### config.mk
export PLATFORM = sky130hd
export DESIGN_NAME = uart_rx
export DESIGN_NICKNAME = d
export VERILOG_FILES = /design/src/rtl/uart_pkg.sv /design/src/rtl/sync_2ff.sv /design/src/rtl/uart_rx.sv
export SDC_FILE = /design/constraint.sdc
export NUM_CORES = 1
export LEC_CHECK = 0
export BUFFER_PORTS_ARGS = -buffer_cell sky130_fd_sc_hd__buf_2
export CAP_MARGIN = 30
export CORE_ASPECT_RATIO = 0.5
export CORE_MARGIN = 2
export CORE_UTILIZATION = 55
export CTS_CLUSTER_DIAMETER = 40
export DETAILED_ROUTE_END_ITERATION = 7
export GPL_ROUTABILITY_DRIVEN = 1
export MAX_ROUTING_LAYER = met4
export PLACE_DENSITY_LB_ADDON = 0.08
export SLEW_MARGIN = 20
export SYNTH_ARGS = -nofsm -noshare
export SYNTH_HDL_FRONTEND = slang
export SYNTH_SLANG_ARGS = --single-unit
### constraint.sdc
create_clock -name clk -period 1.95 [get_ports clk]
set_input_delay 0.39 -clock clk [delete_from_list [all_inputs] [get_ports clk]]
set_output_delay 0.39 -clock clk [all_outputs]
set_load 0.01 [all_outputs]
### src/rtl/uart_pkg.sv
`default_nettype none
//==============================================================================
// Module   : uart_pkg
// Desc     : Shared frame constants, FSM encoding and timing helper for UART blocks
// Revision : 1.0
//==============================================================================
package uart_pkg;

    localparam int DATA_BITS = 8;

    localparam logic [2:0] c_st_idle  = 3'd0;
    localparam logic [2:0] c_st_start = 3'd1;
    localparam logic [2:0] c_st_data  = 3'd2;
    localparam logic [2:0] c_st_stop  = 3'd3;
    localparam logic [2:0] c_st_break = 3'd4;

    // Counter value at the centre of the start bit.
    function automatic int mid_count(input int clks_per_bit);
        return clks_per_bit / 2 - 1;
    endfunction

endpackage
`default_nettype wire

### src/rtl/sync_2ff.sv
`default_nettype none
//==============================================================================
// Module   : sync_2ff
// Desc     : Two-flop synchronizer for a single asynchronous input bit
// Revision : 1.0
//==============================================================================
module sync_2ff #(
    parameter logic RESET_VAL = 1'b1
) (
    input  logic clk,
    input  logic rst,
    input  logic d,
    output logic q
);

    logic r_meta;
    logic r_sync;

    always_ff @(posedge clk or posedge rst) begin
        if (rst) begin
            r_meta <= RESET_VAL;
            r_sync <= RESET_VAL;
        end else begin
            r_meta <= d;
            r_sync <= r_meta;
        end
    end

    assign q = r_sync;

endmodule
`default_nettype wire

### src/rtl/uart_rx.sv
`default_nettype none
//==============================================================================
// Module   : uart_rx
// Desc     : 8N1 serial receiver delivering bytes over a valid/ready handshake
// Revision : 1.0
//==============================================================================
module uart_rx #(
    parameter int CLKS_PER_BIT = 16,
    parameter int DATA_BITS    = 8
) (
    input  logic       clk,
    input  logic       rst,
    input  logic       rxd,
    output logic [7:0] data,
    output logic       valid,
    input  logic       ready,
    output logic       busy,
    output logic       frame_err,
    output logic       overrun
);

    import uart_pkg::*;

    localparam int              c_cw   = $clog2(CLKS_PER_BIT);
    localparam logic [c_cw-1:0] c_last = c_cw'(CLKS_PER_BIT - 1);
    localparam logic [c_cw-1:0] c_mid  = c_cw'(mid_count(CLKS_PER_BIT));
    localparam logic [2:0]      c_lastbit = 3'(DATA_BITS - 1);

    logic                          w_rx;
    logic [2:0]                    r_state;
    logic [c_cw-1:0]               r_cnt;
    logic [2:0]                    r_bit;
    logic [uart_pkg::DATA_BITS-1:0] r_shift;
    logic [7:0]                    r_data;
    logic                          r_valid;
    logic                          r_busy;
    logic                          r_ferr;
    logic                          r_ovr;

    sync_2ff #(.RESET_VAL(1'b1)) u_sync (
        .clk (clk),
        .rst (rst),
        .d   (rxd),
        .q   (w_rx)
    );

    always_ff @(posedge clk or posedge rst) begin
        if (rst) begin
            r_state <= c_st_idle;
            r_cnt   <= '0;
            r_bit   <= '0;
            r_shift <= '0;
            r_data  <= '0;
            r_valid <= 1'b0;
            r_busy  <= 1'b0;
            r_ferr  <= 1'b0;
            r_ovr   <= 1'b0;
        end else begin
            r_ferr <= 1'b0;
            r_ovr  <= 1'b0;
            if (r_valid && ready) begin
                r_valid <= 1'b0;
            end

            case (r_state)
                c_st_idle: begin
                    if (!w_rx) begin
                        r_state <= c_st_start;
                        r_cnt   <= '0;
                        r_busy  <= 1'b1;
                    end
                end
                c_st_start: begin
                    if (r_cnt == c_mid) begin
                        r_cnt <= '0;
                        r_bit <= '0;
                        if (w_rx) begin
                            r_state <= c_st_idle;
                            r_busy  <= 1'b0;
                        end else begin
                            r_state <= c_st_data;
                        end
                    end else begin
                        r_cnt <= r_cnt + 1'b1;
                    end
                end
                c_st_data: begin
                    if (r_cnt == c_last) begin
                        r_cnt   <= '0;
                        r_shift <= {w_rx, r_shift[uart_pkg::DATA_BITS-1:1]};
                        if (r_bit == c_lastbit) begin
                            r_state <= c_st_stop;
                        end else begin
                            r_bit <= r_bit + 1'b1;
                        end
                    end else begin
                        r_cnt <= r_cnt + 1'b1;
                    end
                end
                c_st_stop: begin
                    if (r_cnt == c_last) begin
                        r_cnt  <= '0;
                        r_busy <= 1'b0;
                        if (w_rx) begin
                            r_state <= c_st_idle;
                            // A consume in this same cycle frees the holding register.
                            if (!r_valid || ready) begin
                                r_data  <= r_shift;
                                r_valid <= 1'b1;
                            end else begin
                                r_ovr <= 1'b1;
                            end
                        end else begin
                            r_ferr  <= 1'b1;
                            r_state <= c_st_break;
                        end
                    end else begin
                        r_cnt <= r_cnt + 1'b1;
                    end
                end
                c_st_break: begin
                    if (w_rx) begin
                        r_state <= c_st_idle;
                    end
                end
                default: begin
                    r_state <= c_st_idle;
                end
            endcase
        end
    end

    assign data      = r_data;
    assign valid     = r_valid;
    assign busy      = r_busy;
    assign frame_err = r_ferr;
    assign overrun   = r_ovr;

endmodule
`default_nettype wire

==> flow_summary.ini <==
[status]
status = complete, no violations

[timing]
min_period_over_period_pct = 93.6
worstMarginPinSlew_ns = 0.429
finalWorstPathRequiredPeriod_ns = 1.82
setup-violations-final = 0
timing.max_slew.rel_slack_pct = 71.3
final_hold_viol_count = 0
finalMaxSlewViolations = 0
tns_ns = 0
achievable-frequency_mhz = 548
grt_setup_unrepaired = no
worst_clk_skew_ns = 0.00510

[worst_setup_path]
critPathLaunchType = register
cp-endpoint = r_bit[0]
arrival_ns = 1.99
capturing_element_type_of_the_critical_path = register
cp_max_fo = 3
path_cells = ha_1, ha_1, or3b_1, a211o_1, mux2_2
cpPeakStageDelay_ns = 0.38
timing.reg2reg.worst_path_depth = 5
reg2reg_slack_ns = 0.13
timing.critical_path.mode_cell = sky130_fd_sc_hd__ha_1
worst_r2r_endpoint = r_bit[0]
required_arrival_time_at_the_worst_endpoint_ns = 2.11
r2r-start = r_bit[0]
criticalPathCategory = register to register
slowest_stage = sky130_fd_sc_hd__dfrtp_1
beginning_of_the_critical_path = r_bit[0]

[detailed_routing]
drt-total-wl_mm = 2.29
drt_initial_violations = 43
postRouteAntennaNets = 0
drcViolationCount = 0
via_count = 864
viasPerCell = 5.17
wl_per_cell_microns = 13.7
first_pass_iters = 4

[job]
drv.max_cap_violation_count = 0

[pwr]
power.ir.vdd_worst_uv = 480
power.static_leakage_nw = 0.862
powerDensity_nw_per_um2 = 1130

[die]
cell_rows = 12
floorplan.die.width_microns = 76.1
design.die.area_sq_um = 3050
floorplan.initialDensity_pct = 61.1
design.portCount = 16
design.core.area_sq_um = 2340
die-height_microns = 40.1

[placement]
detailed_place_hpwl_mm = 1.61
buffer_ports.inserted = 15
gp_congestion = 0.786
dpl.cell_count = 159

[final_layout]
final-seq-area_sq_um = 803
multiInputGateArea_sq_um = 578
most-common-layout-cells = 30 x sky130_fd_sc_hd__dfrtp_1, 17 x sky130_fd_sc_hd__mux2_2, 15 x sky130_fd_sc_hd__buf_2, 7 x sky130_fd_sc_hd__nor2_1, 5 x sky130_fd_sc_hd__clkbuf_8
filler_cell_count = 165
nets = 138
num_antenna_cells = 0
drive_above_1_share_pct = 38.6
synthToLayoutAreaGrowth_pct = 16.7
mostFrequentLayoutCell = sky130_fd_sc_hd__dfrtp_1
fin_cells = 167

[synthesis]
yosysTopAreaCellShare_pct = 52.5
ys_seq_area_share_pct = 56.2
synthCells = 108
synth_cell_types = 35
number_of_enable_type_register_cells_in_the_synthesized_netlist = 0
mean_cell_area_of_the_mapped_netlist_sq_um = 13.2
ys.flop_type = sky130_fd_sc_hd__dfrtp_1
top_post_synthesis_cells_by_area = sky130_fd_sc_hd__dfrtp_1 52%, sky130_fd_sc_hd__mux2_2 13%, sky130_fd_sc_hd__dfstp_2 3.7%
synth_top_cell_by_area = sky130_fd_sc_hd__dfrtp_1
synth_warnings = 0
post_syn_nets = 115
synth_seq_cells = 32
syn_std_cell_area_sq_um = 1430
postSynth.asyncResetShare_pct = 100

[clock_network]
cts_setup_buffers = 0
worst_skew_pair.late_latency_ns = 0.27
cts_inserted_buffers = 5
cts_htree_levels = 2
post_cts_resize_count = 0
cts.sinks = 32
clock_tree.buffer_depth = 2
worst_setup_hold_path_clk_slew_ns = 0.06
cts_tree = built
hold_fix_buffers_cts = 0
clockRootBuffer = sky130_fd_sc_hd__clkbuf_8

[grt]
grt_max_degree = 33
via_count_of_the_first_global_routing_pass = 866
antenna_found_initial = 0
total_global_routing_overflow = 0
grt_pass1_wl_mm = 3.97
gr-usage-all-layers_pct = 19.1

[worst_hold_path]
min_path_type = input port to async pin
stage by stage:
step | util, % | worst slack [ns] | instance area, sq um | total power, mW | hold slack [ns]
final | 71.3 | 0.125 | 1670 | 1.88 | 0.184
after global routing | 71.3 | 0.0762 | 1670 | 2.00 | 0.191
after CTS | 71.3 | 0.115 | 1670 | 1.91 | 0.193
after detailed placement | 66.7 | 0.122 | 1560 | 1.29 | 0.350
after global placement | 66.7 | 0.178 | 1560 | 1.28 | 0.347
after floorplan | - | 0.210 | 1430 | 1.22 | 0.345
synthesized netlist by cell type (all sizes together), types with 2 or more instances:
cell     count
mux2i        3
nor2         8
or3          3
nor3         2
buf          3
nand2        3
nand3        3
a22o         3
nand2b       3
ha           3
dfrtp       30
dfstp        2
o2bb2ai      2
mux2        17
and2         2
inv          3
a21oi        2
layout make-up:
cell class	instances	area share, %
clock inverters	2	2.10
repair buffers	20	7.50
clock buffers	6	4.35
well taps	35	2.62
inverters	3	0.675
flip-flops and latches	32	48.1
multi-input cells	69	34.6
cell families (layout without fill, tap and decap cells):
kind of cell,after synthesis,in the layout,share of synthesized area [%]
AO/OA/AOI/OAI,13,13,7.18
XOR/XNOR,2,2,1.23
adder cells (fa/ha/maj),3,3,2.62
buffers and inverters,7,31,3.41
flip-flops,32,32,56.2
multiplexers,20,20,15.5
AND/OR/NAND/NOR,31,31,13.9
worst min-delay path by stage:
| stage | from | end | slack (ns) | depth (start not counted) |
|---|---|---|---|---|
| global route | rxd | u_sync.r_meta | 0.19 | 1 |
| finish | rst | r_shift[0] | 0.18 | 3 |
| floorplan | u_sync.r_meta | u_sync.q | 0.35 | 0 |
| detailed placement | u_sync.r_meta | u_sync.q | 0.35 | 0 |
| global placement | u_sync.r_meta | u_sync.q | 0.35 | 0 |
| CTS | rst | r_bit[1] | 0.19 | 3 |
report_power, final:
| part | total (mW) | internal (mW) | switching (mW) |
|---|---|---|---|
| clock | 0.607 | 0.379 | 0.228 |
| combinational | 0.417 | 0.207 | 0.210 |
| sequential | 0.856 | 0.747 | 0.109 |
| total | 1.88 | 1.33 | 0.547 |
layer usage:
metal / GRT usage [%] / up-vias / routed length, microns
li1: - / 434 / -
met1: 21.2 / 419 / 1130
met2: 31.9 / 9 / 1070
met3: 7.43 / 2 / 82
met4: 9.55 / 0 / 8
met5: - / - / 0
worst max-delay path: cells and delay by family, from the launching register on:
kind | cells | cell delay [ns]
adders and majority gates | 2 | 0.41
and+or+nand+nor | 1 | 0.36
muxes | 1 | 0.27
AOI/OAI and AO/OA | 1 | 0.30
DFF | 1 | 0.38
sequential cells by signal (all words and copies together) (netlist names):
signal	count
frame_err	1
r_bit	3
valid	1
data	8
r_cnt	4
busy	1
u_sync.q	1
u_sync.r_meta	1
r_shift	8
r_state	3
overrun	1
(Power assumes the default switching activity.)
